## config.mk

```make
export PLATFORM = sky130hd
export DESIGN_NAME = control_sequencer
export DESIGN_NICKNAME = d
export VERILOG_FILES = /design/src/rtl/control_sequencer.sv
export SDC_FILE = /design/constraint.sdc
export NUM_CORES = 1
export LEC_CHECK = 0
export ABC_AREA = 1
export ABC_CLOCK_PERIOD_IN_PS = 1800
export BUFFER_PORTS_ARGS = -buffer_cell sky130_fd_sc_hd__buf_4
export CAP_MARGIN = 0
export CORE_MARGIN = 2
export CORE_UTILIZATION = 48
export DETAILED_ROUTE_END_ITERATION = 10
export PLACE_DENSITY = 0.76
export SKIP_CTS_REPAIR_TIMING = 1
export SYNTH_ARGS = -nofsm -noshare
export SYNTH_HDL_FRONTEND = slang
export SYNTH_SLANG_ARGS = --single-unit
```

## constraint.sdc

```tcl
create_clock -name clk -period 1.8 [get_ports clk]
set_input_delay 0.18 -clock clk [delete_from_list [all_inputs] [get_ports clk]]
set_output_delay 0.18 -clock clk [all_outputs]
set_load 0.01 [all_outputs]
```

## src/rtl/control_sequencer.sv

```systemverilog
// ---------------------------------------------------------------------------
// control_sequencer
//
// Instruction-phase sequencer for a 16-bit two-operand CPU. It walks each
// fetched instruction through its memory phases (source index/read,
// destination index/read, execute, write-back, stack push/pop). It also
// handles interrupt entry and an optional repeat-prefix extension word.
//
// Parameters
//   RPT_BITS  width of the repeat counter
//   EXT_EN    1: repeat prefixes are honoured; 0: a prefix decodes as a NOP
//
// Ports
//   clk        sole clock, all state changes on the rising edge
//   rst        synchronous, active-high reset
//   IR         instruction word, sampled in FETCH when ir_valid=1
//   ir_valid   a fetched word is present
//   mem_ready  the memory access of the current phase completes this cycle
//   int_req    maskable interrupt request (qualified by gie)
//   gie        global interrupt enable
//   nmi_req    non-maskable interrupt request
//   state      current sequencer state code
//   fetch .. pop  phase strobes, high while in the matching state
//   INTACK     high in the INT_VEC cycle that completes the vector load
//   rpt_cnt    remaining repeat iterations
//   busy       high in every state except FETCH
// ---------------------------------------------------------------------------
module control_sequencer #(
  parameter int RPT_BITS = 4,
  parameter int EXT_EN   = 1
) (
  input  logic                clk,
  input  logic                rst,
  input  logic [15:0]         IR,
  input  logic                ir_valid,
  input  logic                mem_ready,
  input  logic                int_req,
  input  logic                gie,
  input  logic                nmi_req,
  output logic [3:0]          state,
  output logic                fetch,
  output logic                idx_fetch,
  output logic                src_rd,
  output logic                dst_rd,
  output logic                exec,
  output logic                wb,
  output logic                push,
  output logic                pop,
  output logic                INTACK,
  output logic [RPT_BITS-1:0] rpt_cnt,
  output logic                busy
);

  typedef enum logic [3:0] {
    S_RSTV    = 4'd0,
    S_FETCH   = 4'd1,
    S_SRC_IDX = 4'd2,
    S_SRC_RD  = 4'd3,
    S_DST_IDX = 4'd4,
    S_DST_RD  = 4'd5,
    S_EXEC    = 4'd6,
    S_WB      = 4'd7,
    S_PUSH    = 4'd8,
    S_POP_SR  = 4'd9,
    S_POP_PC  = 4'd10,
    S_INT_PC  = 4'd11,
    S_INT_SR  = 4'd12,
    S_INT_VEC = 4'd13
  } state_t;

  // Phases an instruction needs, resolved once while it is in FETCH.
  typedef struct packed {
    logic sidx;   // source index word fetch
    logic srd;    // source operand read
    logic didx;   // destination index word fetch
    logic drd;    // destination operand read
    logic wb;     // result write-back after EXEC
    logic push;   // stack push after EXEC (PUSH / CALL)
    logic reti;   // return from interrupt: POP_SR, POP_PC
    logic pfx;    // repeat prefix word
    logic rr;     // format I register-to-register (repeatable)
  } dec_t;

  state_t        st;
  state_t        nxt;
  dec_t          dec;
  logic          int_take;
  logic          accept;
  logic          rpt_pend;

  // Per-instruction phase flags latched on decode.
  logic          srd_q;
  logic          didx_q;
  logic          drd_q;
  logic          wb_q;
  logic          push_q;
  logic          rep_q;

  // The byte/word bit never changes the phase sequence.
  logic          unused_bw;
  assign unused_bw = IR[6];

  // Source operand phases for register r in addressing mode as.
  // Returns {index fetch, operand read}.
  function automatic logic [1:0] src_path(input logic [3:0] r,
                                          input logic [1:0] as);
    logic cg;
    // R3 in any mode and R2 in modes 10/11 are constant generators: no memory.
    cg = (r == 4'd3) || ((r == 4'd2) && as[1]);
    if (cg || (as == 2'b00)) return 2'b00;
    if (as == 2'b01)         return 2'b11;
    // @PC+ is the immediate form: the index word is the operand itself.
    if ((as == 2'b11) && (r == 4'd0)) return 2'b10;
    return 2'b01;
  endfunction

  function automatic dec_t decode(input logic [15:0] ir);
    dec_t       d;
    logic [1:0] sp;
    d  = '0;
    sp = 2'b00;
    if (ir[15:12] >= 4'd4) begin
      // Format I: two operands.
      sp     = src_path(ir[11:8], ir[5:4]);
      d.sidx = sp[1];
      d.srd  = sp[0];
      d.didx = ir[7];
      d.drd  = ir[7] && (ir[15:12] != 4'h4);        // MOV does not read dst
      d.wb   = ir[7] && (ir[15:12] != 4'h9) && (ir[15:12] != 4'hB);
      d.rr   = (ir[5:4] == 2'b00) && !ir[7];
    end else if (ir[15:10] == 6'b000100) begin
      // Format II: single operand.
      sp = src_path(ir[3:0], ir[5:4]);
      case (ir[9:7])
        3'd0, 3'd1, 3'd2, 3'd3: begin               // RRC SWPB RRA SXT
          d.sidx = sp[1];
          d.srd  = sp[0];
          d.wb   = (ir[5:4] != 2'b00);
        end
        3'd4, 3'd5: begin                           // PUSH CALL
          d.sidx = sp[1];
          d.srd  = sp[0];
          d.push = 1'b1;
        end
        3'd6:    d.reti = 1'b1;
        default: ;                                  // unused opcode: EXEC only
      endcase
    end else if ((EXT_EN != 0) && (ir[15:11] == 5'b00011)) begin
      d.pfx = 1'b1;
    end
    // Jumps and anything illegal fall through to a plain EXEC.
    return d;
  endfunction

  assign dec      = decode(IR);
  // A pending repeat must reach its follower before any interrupt.
  assign int_take = !rpt_pend && (nmi_req || (int_req && gie));
  assign accept   = (st == S_FETCH) && !int_take && ir_valid;

  always_comb begin
    nxt = st;
    case (st)
      S_RSTV:    if (mem_ready) nxt = S_FETCH;
      S_FETCH: begin
        if (int_take)                nxt = S_INT_PC;
        else if (ir_valid) begin
          if (dec.pfx)               nxt = S_FETCH;
          else if (dec.reti)         nxt = S_POP_SR;
          else if (dec.sidx)         nxt = S_SRC_IDX;
          else if (dec.srd)          nxt = S_SRC_RD;
          else if (dec.didx)         nxt = S_DST_IDX;
          else                       nxt = S_EXEC;
        end
      end
      S_SRC_IDX: if (mem_ready) nxt = srd_q ? S_SRC_RD : (didx_q ? S_DST_IDX : S_EXEC);
      S_SRC_RD:  if (mem_ready) nxt = didx_q ? S_DST_IDX : S_EXEC;
      S_DST_IDX: if (mem_ready) nxt = drd_q ? S_DST_RD : S_EXEC;
      S_DST_RD:  if (mem_ready) nxt = S_EXEC;
      S_EXEC: begin
        // EXEC never waits on memory; it only repeats for a prefixed follower.
        if (rep_q && (rpt_cnt != '0)) nxt = S_EXEC;
        else if (wb_q)                nxt = S_WB;
        else if (push_q)              nxt = S_PUSH;
        else                          nxt = S_FETCH;
      end
      S_WB:      if (mem_ready) nxt = S_FETCH;
      S_PUSH:    if (mem_ready) nxt = S_FETCH;
      S_POP_SR:  if (mem_ready) nxt = S_POP_PC;
      S_POP_PC:  if (mem_ready) nxt = S_FETCH;
      S_INT_PC:  if (mem_ready) nxt = S_INT_SR;
      S_INT_SR:  if (mem_ready) nxt = S_INT_VEC;
      S_INT_VEC: if (mem_ready) nxt = S_FETCH;
      default:   nxt = S_RSTV;
    endcase
  end

  // Control state: sequencer state, registered strobes, repeat bookkeeping.
  always_ff @(posedge clk) begin
    if (rst) begin
      st        <= S_RSTV;
      fetch     <= 1'b0;
      idx_fetch <= 1'b0;
      src_rd    <= 1'b0;
      dst_rd    <= 1'b0;
      exec      <= 1'b0;
      wb        <= 1'b0;
      push      <= 1'b0;
      pop       <= 1'b0;
      busy      <= 1'b1;
      rpt_cnt   <= '0;
      rpt_pend  <= 1'b0;
    end else begin
      st        <= nxt;
      // Strobes are registered from the next state so they track st exactly.
      fetch     <= (nxt == S_FETCH);
      idx_fetch <= (nxt == S_SRC_IDX) || (nxt == S_DST_IDX);
      src_rd    <= (nxt == S_SRC_RD);
      dst_rd    <= (nxt == S_DST_RD);
      exec      <= (nxt == S_EXEC);
      wb        <= (nxt == S_WB);
      push      <= (nxt == S_PUSH);
      pop       <= (nxt == S_POP_SR) || (nxt == S_POP_PC);
      busy      <= (nxt != S_FETCH);

      if (accept && dec.pfx) begin
        // Register form (IR[7]=1) carries no count: the follower runs once.
        rpt_cnt  <= IR[7] ? '0 : RPT_BITS'(IR[3:0]);
        rpt_pend <= 1'b1;
      end else if ((st == S_EXEC) && rep_q && (rpt_cnt != '0)) begin
        rpt_cnt  <= rpt_cnt - RPT_BITS'(1);
      end

      // The only return to FETCH while a repeat is pending is the follower
      // finishing, because interrupts are held off until then.
      if ((st != S_FETCH) && (nxt == S_FETCH)) rpt_pend <= 1'b0;
    end
  end

  // Phase flags are only consumed after a decode has loaded them.
  always_ff @(posedge clk) begin
    if (accept && !dec.pfx) begin
      srd_q  <= dec.srd;
      didx_q <= dec.didx;
      drd_q  <= dec.drd;
      wb_q   <= dec.wb;
      push_q <= dec.push;
      rep_q  <= rpt_pend && dec.rr;
    end
  end

  assign state  = st;
  assign INTACK = (st == S_INT_VEC) && mem_ready;

endmodule

```

Word level (Yosys, flattened, before mapping)
Index checks and enable logic that the tools add are counted.
{"block": "op_classes", "n_addsub": 1, "n_lt_le_gt_ge": 1, "eq_ne": 42, "n_mux": 70, "bitwise": 1, "n_reduce_logical": 45}
{"cell": "two-way mux 4 bit", "count": 19}
{"cell": "two-way mux 2 bit", "count": 20}
{"cell": "one-hot mux 4 bit (10 select lines)", "count": 1}
{"cell": "== test 4 bit, second input constant", "count": 9}
{"cell": "== test 4 x 2 -> 1 bit, second input constant", "count": 8}
{"cell": "== test 4 x 3 -> 1 bit, second input constant", "count": 8}
{"cell": "two-way mux 1 bit", "count": 27}
{"cell": "logical AND 1 bit", "count": 20}
{"cell": "logical NOT 4 bit", "count": 3}
{"cell": "== test 3 bit, second input constant", "count": 3}
{"cell": "two-way mux 3 bit", "count": 3}
{"cell": "== test 4 x 1 -> 1 bit, second input constant", "count": 2}
{"cell": "inequality test 4 x 1 -> 1 bit, second input constant", "count": 2}
{"cell": "inequality test 4 bit, second input constant", "count": 2}
{"cell": "logical OR 1 bit", "count": 7}
{"cell": "== test 3 x 2 -> 1 bit, second input constant", "count": 2}
{"cell": "== test 6 x 3 -> 1 bit, second input constant", "count": 1}
{"cell": "OR reduction 2 bit", "count": 3}
{"cell": "OR reduction 6 bit", "count": 1}
{"cell": "== test 5 x 2 -> 1 bit, second input constant", "count": 1}
{"cell": "OR reduction 5 bit", "count": 1}
{"cell": "greater-or-equal comparator 4 x 3 -> 1 bit, second input constant", "count": 1}
{"cell": "logical NOT 1 bit", "count": 4}
{"cell": "inequality test 4 x 3 -> 1 bit, second input constant", "count": 1}
{"cell": "other kinds (10)", "count": 11}
{"block": "word_totals", "register_bits": 24, "wordCells": 178}

Depth between registers and ports, before layout
Gate-level depths: netlist of the first run.
{"block": "depth", "word_depth": 30, "depth_mapped": 15, "mapped_depth_nobuf": 15}

Least setup slack after synthesis of the first run
OpenSTA, ideal clock, no wires.
{"block": "synth_timing", "path_kind": "reg-to-reg", "startpoint": "reg st[0], in the netlist state[0]", "endpoint": "reg didx_q (enable)", "setup_ps": 386, "arrival_time_ps": 1539, "required_time_ps": 1414, "slack_ps": -125, "path_stages_with_launch": 5, "path_buffers": 0, "period_less_slack_ps": 1925, "path_cell_list": "dfxtp_1 > nand2_2 > nor2_4 > inv_2 > nor4_1"}
{"block": "synth_between", "elab_chain_cells": 4}
{"element": "start, declared", "line": "84", "source": "state_t st;"}
{"element": "start signal, assigned", "line": "213", "source": "st <= nxt;"}
{"element": "== test 4 x 1 -> 1 bit", "line": "158", "source": "assign accept = (st == S_FETCH) && !int_take && ir_valid;"}
{"element": "logical AND 1 bit (2 in a row)", "line": "158"}
{"element": "logical AND 1 bit", "line": "241", "source": "if (accept && !dec.pfx) begin"}
{"element": "end signal, assigned", "line": "243", "source": "didx_q <= dec.didx;"}
{"element": "end, declared", "line": "93", "source": "logic didx_q;"}
No other way between the ends.
A chain may end at the register's enable or synchronous reset.

Worst setup path in the final report of the first run
{"block": "layout_timing", "startpoint": "reg st[2], in the netlist state[2]", "endpoint": "reg busy"}
{"block": "layout_between", "elab_chain_cells": 4, "word_cells_on_any_way": 27, "cone_classes": "eq/ne: 14; mux: 11; reduce/logical: 2"}
{"element": "== test 4 bit, or another cell as far along", "line": "162", "source": "case (st)"}
{"element": "OR reduction 5 bit (no source line) or two-way mux 4 bit (tied branches)"}
{"element": "one-hot mux 4 bit (10 select lines) (*)", "line": "162"}
{"element": "inequality test 4 x 1 -> 1 bit (*)", "line": "223", "source": "busy <= (nxt != S_FETCH);"}
{"element": "end signal, assigned", "line": "223"}
{"element": "end, declared", "line": "51", "source": "output logic busy"}
Every way passes the cells marked *; elsewhere a longest branch is shown, timed or not.

==> out/results.ini, run 1 <==
[run_status]
outcome = completed

[clock_tree]
clkTransAtPathRegs_ps = 130
cts_max_path_buffers = 2
worstSkewPairLatency_ps = 320
cts_root_buf = clkbuf_4
cts_tree = built
cts.sinks = 24
htreeDepth = 1
cts_buffers = 3

[placed_design]
dp_hpwl_um = 3072
port_buffers = 39
place_area_um2 = 2095
place_inst = 338
globalplace.congestion = 0.8394

[global_routing]
antenna_found_initial = 0
grt_pass1_wl_um = 6796
grt_max_degree = 15
met3_usage_pct = 2.857
use_met2_pct = 36.44
use_met1_pct = 26.76
grt-ovfl-total = 0
first_global_vias = 1577
grt_util_all_layers_pct = 21.03
grt.busiest_layer = met2

[drt]
via_count = 1740
drt-pass1-iter-count = 4
post_drt_via_cell_ratio = 5.000
detail-route-antenna-nets = 0
routed_wl_um = 4136
drc_errors = 0
drt-wirelength-per-cell_um = 11.89
drt_iter0_drc = 97

[floorplan]
die-area_um2 = 4001
start_util_pct = 50.11
rows = 21
ioPinCount = 41
core_um2 = 3363
dieHeight_um = 63.26
fp.dieW_um = 63.26

[synth]
postSynthCellCount = 246
synthArstFlopShare_pct = 0
post_synth.cell_area_avg_um2 = 6.851
yosysUniqueCellTypes = 29
synth_top_family_by_area = simple AND/OR/NAND/NOR gates
yosysWarningCount = 0
synthFlopType = dfxtp_1
synth_compound_area_share_pct = 12.92
synth_edf_count = 6
muxShareOfSynthArea_pct = 0
synth-adder-area-share_pct = 0.7424
synth.ff_latch_count = 24
syn_nets = 270
yosysSeqAreaShare_pct = 32.07
yosys.area_share.simple_pct = 43.65
synth_xor_area_share_pct = 1.039
synth_area_um2 = 1685

[worst_setup_path]
crit_path_start_kind = register
path_class = reg2reg
end_kind = register
cp.arrival_ps = 1980
required_ps = 2040
worstPathMaxFanout = 4

[final_layout]
antenna_cells = 0
fin_nets = 327
fill_cells = 303
final_area_um2 = 2306
syn_to_final_growth_pct = 36.82
final_cells = 348
drive_gt1_share_pct = 40.07

[sta]
setup_viol = 0
worst_pin_slew_ps = 430.8
min_period_ps = 1746
fmax_ghz = 0.5728
tns_ps = 0
slew_headroom_pct = 70.98
rsz0062_at_grt = yes
skew_ps = 5.572
hold_viol = 0
drv_slew = 0
min_period_over_period_pct = 96.98

[power_and_ir_drop]
ir_worst_vdd_mv = 0.3910
pwr_density_cell_nw_per_um2 = 1066
power_mw = 2.458
p_leak_nw = 1.119

[worst_hold_path]
min_path_type = in2reg

[run]
max_cap_violations = 0

[layout make-up]
class / instances / area [µm²] / area share [%]
Clock buffer: 4 / 47.55 / 2.062
Inverter: 43 / 163.9 / 7.108
Multi-Input combinational cell: 179 / 1092 / 47.37
Sequential cell: 24 / 554.3 / 24.04
Tap cell: 46 / 57.56 / 2.496
Timing Repair Buffer: 52 / 390.4 / 16.93
[flip-flops by register name (all words and copies together) (netlist names)]
name / cells
rpt_cnt: 4
state: 4
busy: 1
didx_q: 1
drd_q: 1
dst_rd: 1
exec: 1
fetch: 1
idx_fetch: 1
pop: 1
push: 1
push_q: 1
rep_q: 1
rpt_pend: 1
src_rd: 1
srd_q: 1
wb: 1
wb_q: 1
[per-layer routing]
metal / vias to the layer above / wire [µm]
li1: 913 / -
met1: 774 / 1820
met2: 44 / 2056
met3: 9 / 161
met4: 0 / 98
met5: - / 0
[metrics by stage]
step                      hold WS [ps]  setup slack (ps)  util, %
after floorplan                  249.1             112.7        -
after global placement           434.4             35.67    62.28
after detailed placement         430.4             24.24    62.28
after CTS                        77.94            -10.05    63.69
after global routing             67.25            -52.61    68.56
final                            81.62             54.33    68.56
[cell usage after synthesis, drive strengths merged (2+ instances only)]
| master | instances | area share (%) |
|---|---|---|
| dfxtp | 18 | 21 |
| nand2 | 54 | 14 |
| a21oi | 15 | 5.8 |
| nand3b | 2 | 1.6 |
| o21ai | 15 | 4.5 |
| a311oi | 2 | 1.0 |
| nand3 | 29 | 10 |
| nand4 | 2 | 0.74 |
| a31oi | 2 | 0.74 |
| xor2 | 2 | 1.0 |
| inv | 43 | 9.6 |
| nor3 | 7 | 2.7 |
| nor2 | 45 | 14 |
| edfxtp | 6 | 11 |
[worst max-delay path, stage by stage, from the launching register on]
cell and delay (ps):
dfxtp_4 380, buf_4 140, nand2_1 110, inv_2 70, nand2_4 70, nand3_2 100
nand3_2 110, nand3b_4 80, a21oi_4 170, nand3_2 110, nor2_4 130, inv_2 50
nor2_4 110, inv_2 30
[where the power goes]
part	switching (mW)	total (mW)	internal, mW	leakage [nW]
Sequential	0.0798	0.737	0.657	0.205
Combinational	0.860	1.38	0.525	0.888
Clock	0.167	0.337	0.170	0.0261
[cell families after synthesis]
logic type / Yosys count
compound gates: 36
simple gates: 140
fa+ha+maj: 1
xor+xnor: 2
buf+inv: 43
flops: 24
[cell usage in the layout, fill, tap and decap left out, types with 8 or more instances in the layout]
master / instances
buf_4: 52
nand2_1: 42
nor2_1: 31
inv_1: 27
nand3_1: 21
inv_2: 15
dfxtp_1: 13
o21ai_0: 11
a21oi_1: 10
nor2_4: 9
nand2_2: 8
[worst paths after layout]
kind | startpoint | endpoint | slack, ps | cells after the start
worst max-delay path | state[2]$_SDFF_PP0_ | busy$_SDFF_PP1_ | 50 | 13
worst min-delay path | rst | state[1]$_SDFF_PP0_ | 80 | 2
worst max register to register | state[2]$_SDFF_PP0_ | busy$_SDFF_PP1_ | 50 | 13
worst min register to register | rpt_cnt[1]$_SDFFE_PP0P_ | rpt_cnt[1]$_SDFFE_PP0P_ | 550 | 2
Power figures use the tool's default switching activity.
==> run 2: changes to the inputs <==
--- a/config.mk
+++ b/config.mk
@@ -9,10 +9,10 @@
 export ABC_CLOCK_PERIOD_IN_PS = 1800
 export BUFFER_PORTS_ARGS = -buffer_cell sky130_fd_sc_hd__buf_4
 export CAP_MARGIN = 0
-export CORE_MARGIN = 2
-export CORE_UTILIZATION = 48
+export CORE_UTILIZATION = 50
+export CTS_BUF_LIST = sky130_fd_sc_hd__clkbuf_4
 export DETAILED_ROUTE_END_ITERATION = 10
-export PLACE_DENSITY = 0.76
+export PLACE_DENSITY = 0.78
 export SKIP_CTS_REPAIR_TIMING = 1
 export SYNTH_ARGS = -nofsm -noshare
 export SYNTH_HDL_FRONTEND = slang
==> out/results.ini, run 2 (synthesis results as in run 1) <==
[worst_setup_path]
worstPathMaxFanout = 4
end_kind = register
r2r_slack_ps = 80
crit_path_start_kind = register
r2r_end = busy$_SDFF_PP1_
cp.arrival_ps = 1970
path_class = reg2reg
regToRegStartpoint = state[1]$_SDFF_PP0_
reg2regPathDepth = 13
required_ps = 2050

[global_routing]
grt_util_all_layers_pct = 22.54
grt_max_degree = 15
grt_pass1_wl_um = 6099
antenna_found_initial = 0
grt-ovfl-total = 0
first_global_vias = 1463

[sta]
fmax_ghz = 0.5808
timing.hold.ws_ps = 75.94
skew_ps = 1.300
setup_viol = 0
hold_viol = 0
worst_pin_slew_ps = 344.9
rsz0062_at_grt = yes
min_period_ps = 1722
slew_headroom_pct = 77.01
min_period_over_period_pct = 95.65
drv_slew = 0
tns_ps = 0

[clock_tree]
cts_tree = built
cts_buffers = 3
htreeDepth = 1
cts_max_path_buffers = 2
cts.sinks = 24
cts_root_buf = clkbuf_4
worstSkewPairLatency_ps = 330
clkTransAtPathRegs_ps = 130

[final_layout]
fin_nets = 328
fin_util_pct = 73.76
layout_common_cells = buf_4, nand2_1, nor2_1
antenna_cells = 0
syn_to_final_growth_pct = 36.90
layout_commonest_cell = buf_4
drive_gt1_share_pct = 40.59

[drt]
routed_wl_um = 3924
drt_iter0_drc = 59
drt-pass1-iter-count = 5
detail-route-antenna-nets = 0
drc_errors = 0
post_drt_via_cell_ratio = 5.049
via_count = 1752
drt-wirelength-per-cell_um = 11.31

[floorplan]
start_util_pct = 53.88
rows = 20
core_um2 = 3128
fp.dieW_um = 60.06
ioPinCount = 41
dieHeight_um = 60.06
die-area_um2 = 3607

[power_and_ir_drop]
ir_worst_vdd_mv = 0.4233
pwr_density_cell_nw_per_um2 = 1127
power_mw = 2.600
p_leak_nw = 1.121

[worst_hold_path]
holdPathStages = 2
min_path_type = in2reg
min_to = state[0]$_SDFF_PP0_
min_from = rst

[placed_design]
globalplace.congestion = 0.8845
port_buffers = 39
dp_hpwl_um = 2933

[run_status]
outcome = completed

[run]
max_cap_violations = 0

## run 2: worst max-delay path by stage
stage	end	start	slack, ps
after floorplan	didx_q$_DFFE_PP_	state[0]$_SDFF_PP0_	110
after global placement	rpt_pend$_SDFFE_PP0P_	state[3]$_SDFF_PP0_	70
after detailed placement	busy$_SDFF_PP1_	rpt_cnt[0]$_SDFFE_PP0P_	70
after CTS	busy$_SDFF_PP1_	state[3]$_SDFF_PP0_	-9
after global routing	busy$_SDFF_PP1_	rpt_cnt[1]$_SDFFE_PP0P_	-20
final	busy$_SDFF_PP1_	state[1]$_SDFF_PP0_	80
## run 2: critical path, cell delays in order, from the launching register on
cell	delay [ps]
dfxtp_4	390
buf_4	150
nand2_1	60
inv_1	40
nand2_1	100
nand3_4	90
nand3_2	90
nand3b_4	80
a21oi_4	180
nand3_2	120
nor2_4	130
inv_2	60
nor2_4	110
inv_2	30
## run 2: metrics by stage
stage / cells / worst slack [ps] / instance area (µm²)
2_1_floorplan: 246 / 112.7 / 1692
3_3_place_gp: 336 / 69.95 / 2092
3_5_place_dp: 336 / 69.54 / 2092
4_1_cts: 340 / -8.563 / 2145
5_1_grt: 347 / -24.01 / 2307
6_report: 347 / 78.38 / 2307
## run 2: final cells by class
type	instances	area (µm²)
tap	44	55.05
sequential	24	558.0
timing repair buffer	53	397.9
inverter	43	166.4
multi-input combinational	179	1077
clock buffer	3	22.52
fill	267	820.8
clock inverter	1	30.03
## run 2: power by group
| part | internal [mW] | switching [mW] | total (mW) |
|---|---|---|---|
| sequential | 0.659 | 0.0839 | 0.743 |
| combinational | 0.575 | 0.885 | 1.46 |
| clock | 0.225 | 0.171 | 0.397 |
## run 2: layer usage
metal / vias to the layer above / global-route usage (%) / share of wire [%]
li1: 915 / - / -
met1: 772 / 28.72 / 45
met2: 53 / 37.94 / 49
met3: 12 / 3.896 / 3.4
met4: 0 / 8.306 / 2.3
met5: - / 0 / 0
